File: src/rtl/elevator_pkg.sv
// Elevator controller shared types.
// Floor count, widths, state and direction encodings.
package elevator_pkg;

  localparam int NUM_FLOORS = 8;
  localparam int FLOOR_W    = 3;

  typedef enum logic [1:0] {
    ST_IDLE   = 2'd0,
    ST_MOVING = 2'd1,
    ST_DOOR   = 2'd2
  } state_e;

  typedef enum logic [1:0] {
    DIR_NONE = 2'd0,
    DIR_UP   = 2'd1,
    DIR_DOWN = 2'd2
  } dir_e;

endpackage

File: src/rtl/elevator_dir_sel.sv
// Next travel direction from outstanding calls.
// SCAN while committed; nearest call (ties go up) when free.
module elevator_dir_sel
  import elevator_pkg::*;
(
  input  logic [NUM_FLOORS-1:0] pending,
  input  logic [FLOOR_W-1:0]    floor,
  input  dir_e                  cur_dir,
  output dir_e                  next_dir
);

  logic above;
  logic below;
  dir_e near;

  // any call strictly above / below the reference floor
  always_comb begin
    above = 1'b0;
    below = 1'b0;
    for (int i = 0; i < NUM_FLOORS; i++) begin
      if (pending[i] && i > int'(floor)) above = 1'b1;
      if (pending[i] && i < int'(floor)) below = 1'b1;
    end
  end

  // nearest call; smaller distance overwrites, up overwrites down
  always_comb begin
    near = DIR_NONE;
    for (int d = NUM_FLOORS - 1; d >= 1; d--) begin
      for (int i = 0; i < NUM_FLOORS; i++) begin
        if (pending[i] && i == int'(floor) - d) near = DIR_DOWN;
      end
      for (int i = 0; i < NUM_FLOORS; i++) begin
        if (pending[i] && i == int'(floor) + d) near = DIR_UP;
      end
    end
  end

  // keep going while calls lie ahead, else reverse, else stop
  always_comb begin
    next_dir = DIR_NONE;
    unique case (cur_dir)
      DIR_UP:   next_dir = above ? DIR_UP
                         : (below ? DIR_DOWN : DIR_NONE);
      DIR_DOWN: next_dir = below ? DIR_DOWN
                         : (above ? DIR_UP : DIR_NONE);
      default:  next_dir = near;
    endcase
  end

endmodule

File: src/rtl/elevator_controller.sv
// Collective (SCAN) elevator controller, 8 floors.
// One shared timer serves both travel and door hold.
module elevator_controller
  import elevator_pkg::*;
#(
  parameter int TRAVEL_CYCLES = 50_000_000,
  parameter int DOOR_CYCLES   = 150_000_000
)(
  input  logic                  clk,
  input  logic                  rst_n,
  input  logic [NUM_FLOORS-1:0] call_req,
  input  logic                  overload,
  output logic [FLOOR_W-1:0]    floor,
  output logic                  dir_up,
  output logic                  dir_down,
  output logic                  moving,
  output logic                  door_open,
  output logic [NUM_FLOORS-1:0] pending
);

  localparam int MAX_CYC = (TRAVEL_CYCLES > DOOR_CYCLES)
                         ? TRAVEL_CYCLES : DOOR_CYCLES;
  localparam int TMR_W = $clog2(MAX_CYC + 1);
  localparam logic [TMR_W-1:0] TRAVEL_LD = TMR_W'(TRAVEL_CYCLES);
  localparam logic [TMR_W-1:0] DOOR_LD   = TMR_W'(DOOR_CYCLES);
  localparam logic [TMR_W-1:0] T_ONE     = TMR_W'(1);
  localparam logic [FLOOR_W-1:0] TOP     = FLOOR_W'(NUM_FLOORS - 1);
  localparam logic [NUM_FLOORS-1:0] ONE_HOT0 = NUM_FLOORS'(1);

  state_e                  state_q, state_d;
  dir_e                    dir_q, dir_d;
  logic [FLOOR_W-1:0]      floor_q, floor_d;
  logic [NUM_FLOORS-1:0]   pend_q, pend_d;
  logic [TMR_W-1:0]        tmr_q, tmr_d;

  logic                    step;
  logic [FLOOR_W-1:0]      arr_floor;
  logic [FLOOR_W-1:0]      sel_floor;
  logic [NUM_FLOORS-1:0]   here;
  logic [NUM_FLOORS-1:0]   req_mask;
  logic [NUM_FLOORS-1:0]   clr;
  dir_e                    nxt_dir;

  // floor reached on this edge; saturates at the shaft ends
  always_comb begin
    step      = (state_q == ST_MOVING) && (tmr_q <= T_ONE);
    arr_floor = floor_q;
    if (dir_q == DIR_UP && floor_q != TOP)
      arr_floor = floor_q + 1'b1;
    else if (dir_q == DIR_DOWN && floor_q != '0)
      arr_floor = floor_q - 1'b1;
    sel_floor = step ? arr_floor : floor_q;
    here      = ONE_HOT0 << sel_floor;
    req_mask  = (state_q == ST_MOVING) ? '0 : (ONE_HOT0 << floor_q);
  end

  elevator_dir_sel u_dir_sel (
    .pending  (pend_q & ~here),
    .floor    (sel_floor),
    .cur_dir  (dir_q),
    .next_dir (nxt_dir)
  );

  // next-state, timer and floor/direction decisions
  always_comb begin
    state_d = state_q;
    floor_d = floor_q;
    dir_d   = dir_q;
    tmr_d   = tmr_q;
    clr     = '0;
    unique case (state_q)
      ST_IDLE: begin
        dir_d = DIR_NONE;
        tmr_d = '0;
        if (call_req[floor_q] || pend_q[floor_q]) begin
          state_d = ST_DOOR;
          tmr_d   = DOOR_LD;
          clr     = here;
        end else if (nxt_dir != DIR_NONE) begin
          state_d = ST_MOVING;
          tmr_d   = TRAVEL_LD;
          dir_d   = nxt_dir;
        end
      end
      ST_MOVING: begin
        if (!step) begin
          tmr_d = tmr_q - T_ONE;
        end else begin
          floor_d = arr_floor;
          dir_d   = nxt_dir;
          if (pend_q[arr_floor]) begin
            state_d = ST_DOOR;
            tmr_d   = DOOR_LD;
            clr     = here;
          end else if (nxt_dir != DIR_NONE) begin
            tmr_d = TRAVEL_LD;
          end else begin
            state_d = ST_IDLE;
            tmr_d   = '0;
          end
        end
      end
      ST_DOOR: begin
        dir_d = nxt_dir;
        if (overload || call_req[floor_q]) begin
          tmr_d = DOOR_LD;
        end else if (tmr_q > T_ONE) begin
          tmr_d = tmr_q - T_ONE;
        end else if (nxt_dir != DIR_NONE) begin
          state_d = ST_MOVING;
          tmr_d   = TRAVEL_LD;
        end else begin
          state_d = ST_IDLE;
          tmr_d   = '0;
          dir_d   = DIR_NONE;
        end
      end
      default: begin
        state_d = ST_IDLE;
        dir_d   = DIR_NONE;
        tmr_d   = '0;
      end
    endcase
    pend_d = (pend_q | (call_req & ~req_mask)) & ~clr;
  end

  // state registers
  always_ff @(posedge clk or negedge rst_n) begin
    if (!rst_n) begin
      state_q <= ST_IDLE;
      dir_q   <= DIR_NONE;
      floor_q <= '0;
      pend_q  <= '0;
      tmr_q   <= '0;
    end else begin
      state_q <= state_d;
      dir_q   <= dir_d;
      floor_q <= floor_d;
      pend_q  <= pend_d;
      tmr_q   <= tmr_d;
    end
  end

  assign floor     = floor_q;
  assign pending   = pend_q;
  assign dir_up    = (dir_q == DIR_UP);
  assign dir_down  = (dir_q == DIR_DOWN);
  assign moving    = (state_q == ST_MOVING);
  assign door_open = (state_q == ST_DOOR);

endmodule
File: config.mk
export PLATFORM = sky130hd
export DESIGN_NAME = elevator_controller
export DESIGN_NICKNAME = d
export VERILOG_FILES = /design/src/rtl/elevator_pkg.sv /design/src/rtl/elevator_dir_sel.sv /design/src/rtl/elevator_controller.sv
export SDC_FILE = /design/constraint.sdc
export NUM_CORES = 1
export LEC_CHECK = 0
export CAP_MARGIN = 40
export CORE_MARGIN = 3
export CORE_UTILIZATION = 45
export CTS_BUF_LIST = sky130_fd_sc_hd__clkbuf_4 sky130_fd_sc_hd__clkbuf_8 sky130_fd_sc_hd__clkbuf_16
export CTS_CLUSTER_DIAMETER = 150
export DETAILED_ROUTE_END_ITERATION = 10
export PLACE_DENSITY = 0.72
export SLEW_MARGIN = 25
export SYNTH_ARGS = -nofsm -noshare
export SYNTH_HDL_FRONTEND = slang
export SYNTH_SLANG_ARGS = --single-unit
File: constraint.sdc
create_clock -name clk -period 6.6 [get_ports clk]
set_input_delay 1.32 -clock clk [delete_from_list [all_inputs] [get_ports clk]]
set_output_delay 1.32 -clock clk [all_outputs]
set_load 0.05 [all_outputs]
==> results.cfg <==
[timing]
period_share_pct = 91.2
fin_worst_skew_ns = 0.0145
worstMarginPinSlew_ns = 0.728
setup_tns_ns = 0
max_freq_mhz = 166
fin_crit_ns = 6.02
maxSlewViolCount = 0
setup_viol = 0
rsz0062_at_grt = false
max-slew-margin-rel_pct = 51.5
fin_hold_ws_ns = 0.505
finalHoldViolations = 0

[setup_path]
max_stage_delay_ns = 0.67
worstPathCellList = ha_1, ha_1, nor2b_1, a21oi_1, o41ai_2, o21a_1, inv_2, nand2_1, inv_1, ha_1, nand2b_1, a311oi_1, mux2i_1, o2111ai_1, nand2_1, o2bb2a_1, a21oi_2, o41ai_4, a32oi_1, nand3_1, nand3_1
arrival_ns = 6.27
rr_startpoint = floor[0]$_DFFE_PN0P_
critPathKind = flip-flop to flip-flop
crit_path_end_kind = flip-flop
crit_fanout = 18
critPathLaunch = floor[0]$_DFFE_PN0P_
crit_path_start_kind = flip-flop
critPathRequiredTime_ns = 6.85
cpMostUsedCell = ha_1
slowest_stage = o21a_1

[die]
core_area_mm2 = 0.00842
dieArea_mm2 = 0.0100
die_x_um = 100
io_pins = 26
fp.dieH_um = 100
start_util_pct = 47.4
rows = 33

[detailed_routing]
first_pass_iters = 5
via_count = 3686
drt-vias-per-instance = 6.47
drc = 0
wl_per_cell_um = 18.7
ant_nets = 0
drt-initial-drc-count = 310
postRouteWirelength_um = 10600

[job]
max_cap_violations = 0

[clock_network]
ctsHoldBuffers = 0
clk_pin_slew_worst_paths_ns = 0.10
cts_made_buffers = 5
cts_tree = yes
clockBufferDepth = 2
cts-htree-levels = 2
root_buffer = clkbuf_8
worstSkewPairLatency_ns = 0.31
cts_resized = 0
postCtsSetupBuffers = 0
cts.sinks = 43

[global_routing]
grt_pass1_wl_um = 17800
grt.total_usage_pct = 21.8
gr-total-overflow = 0
grt_max_degree = 30
first_global_vias = 3578
antenna_found_initial = 0

[power_and_ir_drop]
pwr_density_cell_mw_per_mm2 = 286
vdd_drop_max_v = 0.000270
p_leak_nw = 1.81

[yosys]
netlist_area_mm2 = 0.00399
yosysSeqAreaShare_pct = 27.0
syn-num-nets = 483
synth.distinct_cells = 69
synth_edf_count = 0
syn_inst = 450
ys_ff_latch = 43
yosys_most_used_dff = dfrtp_1
syn_area_per_cell_um2 = 8.87
yosys_warnings = 0
async_reset_ff_share_pct = 100

[cells_and_area]
diodes = 0
fin_util_pct = 52.2
syn2layout_area_growth_pct = 10.3
layout_commonest_cell = nor2_1
final_cell_mix = nor2_1, dfrtp_1, nand3_1
fin_nets = 497
drive_gt1_share_pct = 11.6

[status]
outcome = finished clean

[place]
port_buffers = 25
dp_hpwl_um = 7890
globalplace.congestion = 0.997

[worst_hold_path]
min_from = tmr_q[0]$_DFF_PN0_
worstHoldPathType = flip-flop to flip-flop
## stage by stage
step / power [mW] / cell area [um2] / worst slack [ns] / std cells
CTS: 1.25 / 4400 / 0.638 / 569
global route: 1.35 / 4400 / 0.00340 / 570
detailed placement: 1.06 / 4300 / 0.648 / 561
finish: 1.26 / 4400 / 0.580 / 570
floorplan: 0.906 / 3990 / 1.33 / 450
global placement: 1.04 / 4280 / 0.999 / 560
## where the power goes
group / internal [mW] / switching (mW) / leakage [nW] / total (mW)
Clock: 0.0859 / 0.103 / 0.0516 / 0.189
Sequential: 0.330 / 0.106 / 0.517 / 0.436
Combinational: 0.245 / 0.390 / 1.24 / 0.634
Total: 0.660 / 0.599 / 1.81 / 1.26
## worst paths after layout
check | endpoint | slack (ns) | cells past startpoint
worst max register to register | tmr_q[20]$_DFF_PN0_ | 0.58 | 21
worst min register to register | tmr_q[0]$_DFF_PN0_ | 0.51 | 1
worst min-delay path | tmr_q[0]$_DFF_PN0_ | 0.51 | 1
max in group asynchronous | tmr_q[8]$_DFF_PN0_ | 5.21 | 2
min in group asynchronous | tmr_q[19]$_DFF_PN0_ | 0.90 | 1
worst max-delay path | tmr_q[20]$_DFF_PN0_ | 0.58 | 21
## per-layer routing
layer | GRT usage, % | up-vias | share of wire (%)
met2 | 34.6 | 197 | 46
met4 | 5.91 | 0 | 1.8
met5 | 0 | - | 0
met3 | 3.82 | 21 | 8.1
li1 | - | 1703 | -
met1 | 30.8 | 1765 | 44
## layout make-up
| type | count | area [um2] |
|---|---|---|
| clock inverters | 2 | 13.8 |
| well taps | 105 | 131 |
| multi-input cells | 358 | 2700 |
| repair buffers | 31 | 300 |
| flip-flops and latches | 43 | 1080 |
| fillers | 797 | 4020 |
| clock buffers | 6 | 82.6 |
| inverters | 25 | 93.8 |
## cell families after synthesis
group / count (synthesis) / synth area share [%]
fa+ha+maj: 22 / 6.90
mux: 29 / 12.0
buf+inv: 49 / 5.30
compound gates: 115 / 21.3
flops: 43 / 27.0
xor+xnor: 18 / 3.95
simple gates: 174 / 23.5
## synth_stat cells, types with 2 or more instances
| master | count | area (um2) |
|---|---|---|
| a21oi_2 | 3 | 26.3 |
| buf_4 | 5 | 37.5 |
| o21ai_0 | 12 | 60.1 |
| a32oi_1 | 2 | 17.5 |
| nor4_2 | 2 | 25.0 |
| dfrtp_1 | 43 | 1080 |
| mux2_2 | 2 | 22.5 |
| and3_1 | 8 | 50.1 |
| nor2_1 | 44 | 165 |
| nand4_1 | 3 | 18.8 |
| nand3_1 | 38 | 190 |
| buf_2 | 7 | 35.0 |
| nor3_1 | 12 | 60.1 |
| a21o_1 | 3 | 22.5 |
| xnor2_1 | 12 | 105 |
| o31ai_1 | 2 | 15.0 |
| o21a_1 | 4 | 30.0 |
| mux2i_1 | 12 | 120 |
| o211a_1 | 2 | 20.0 |
| a31oi_1 | 7 | 43.8 |
| o2111ai_1 | 3 | 26.3 |
| o22ai_1 | 5 | 31.3 |
| a221o_1 | 2 | 20.0 |
| nand2_1 | 33 | 124 |
| a211oi_1 | 2 | 15.0 |
| o21bai_1 | 4 | 30.0 |
| ha_1 | 22 | 275 |
| inv_1 | 23 | 86.3 |
| nand2b_1 | 9 | 56.3 |
| mux4_2 | 14 | 315 |
| xor2_1 | 6 | 52.6 |
| a21oi_1 | 33 | 165 |
| inv_2 | 2 | 7.51 |
| nor4_1 | 5 | 31.3 |
| clkbuf_1 | 11 | 41.3 |
| or3_1 | 4 | 25.0 |
| a22oi_1 | 2 | 15.0 |
| nor4b_1 | 2 | 17.5 |
| o211ai_1 | 3 | 22.5 |
| nor2b_1 | 5 | 31.3 |
| a311oi_1 | 6 | 52.6 |
| nor4_4 | 4 | 85.1 |
## sequential cells by signal (all words and copies together), names as in the netlist
signal and cells:
state_q 2, tmr_q 28, dir_q 2, floor 3, pending 8
## worst max-delay path, delay by kind of cell (launching register included)
family | cells | cell delay, ns
AO/OA/AOI/OAI | 9 | 2.97
AND/OR/NAND/NOR | 6 | 1.13
adder cells (fa/ha/maj) | 3 | 0.76
flip-flops | 1 | 0.59
buffers and inverters | 2 | 0.40
multiplexers | 1 | 0.12
(Power assumes the default switching activity.)
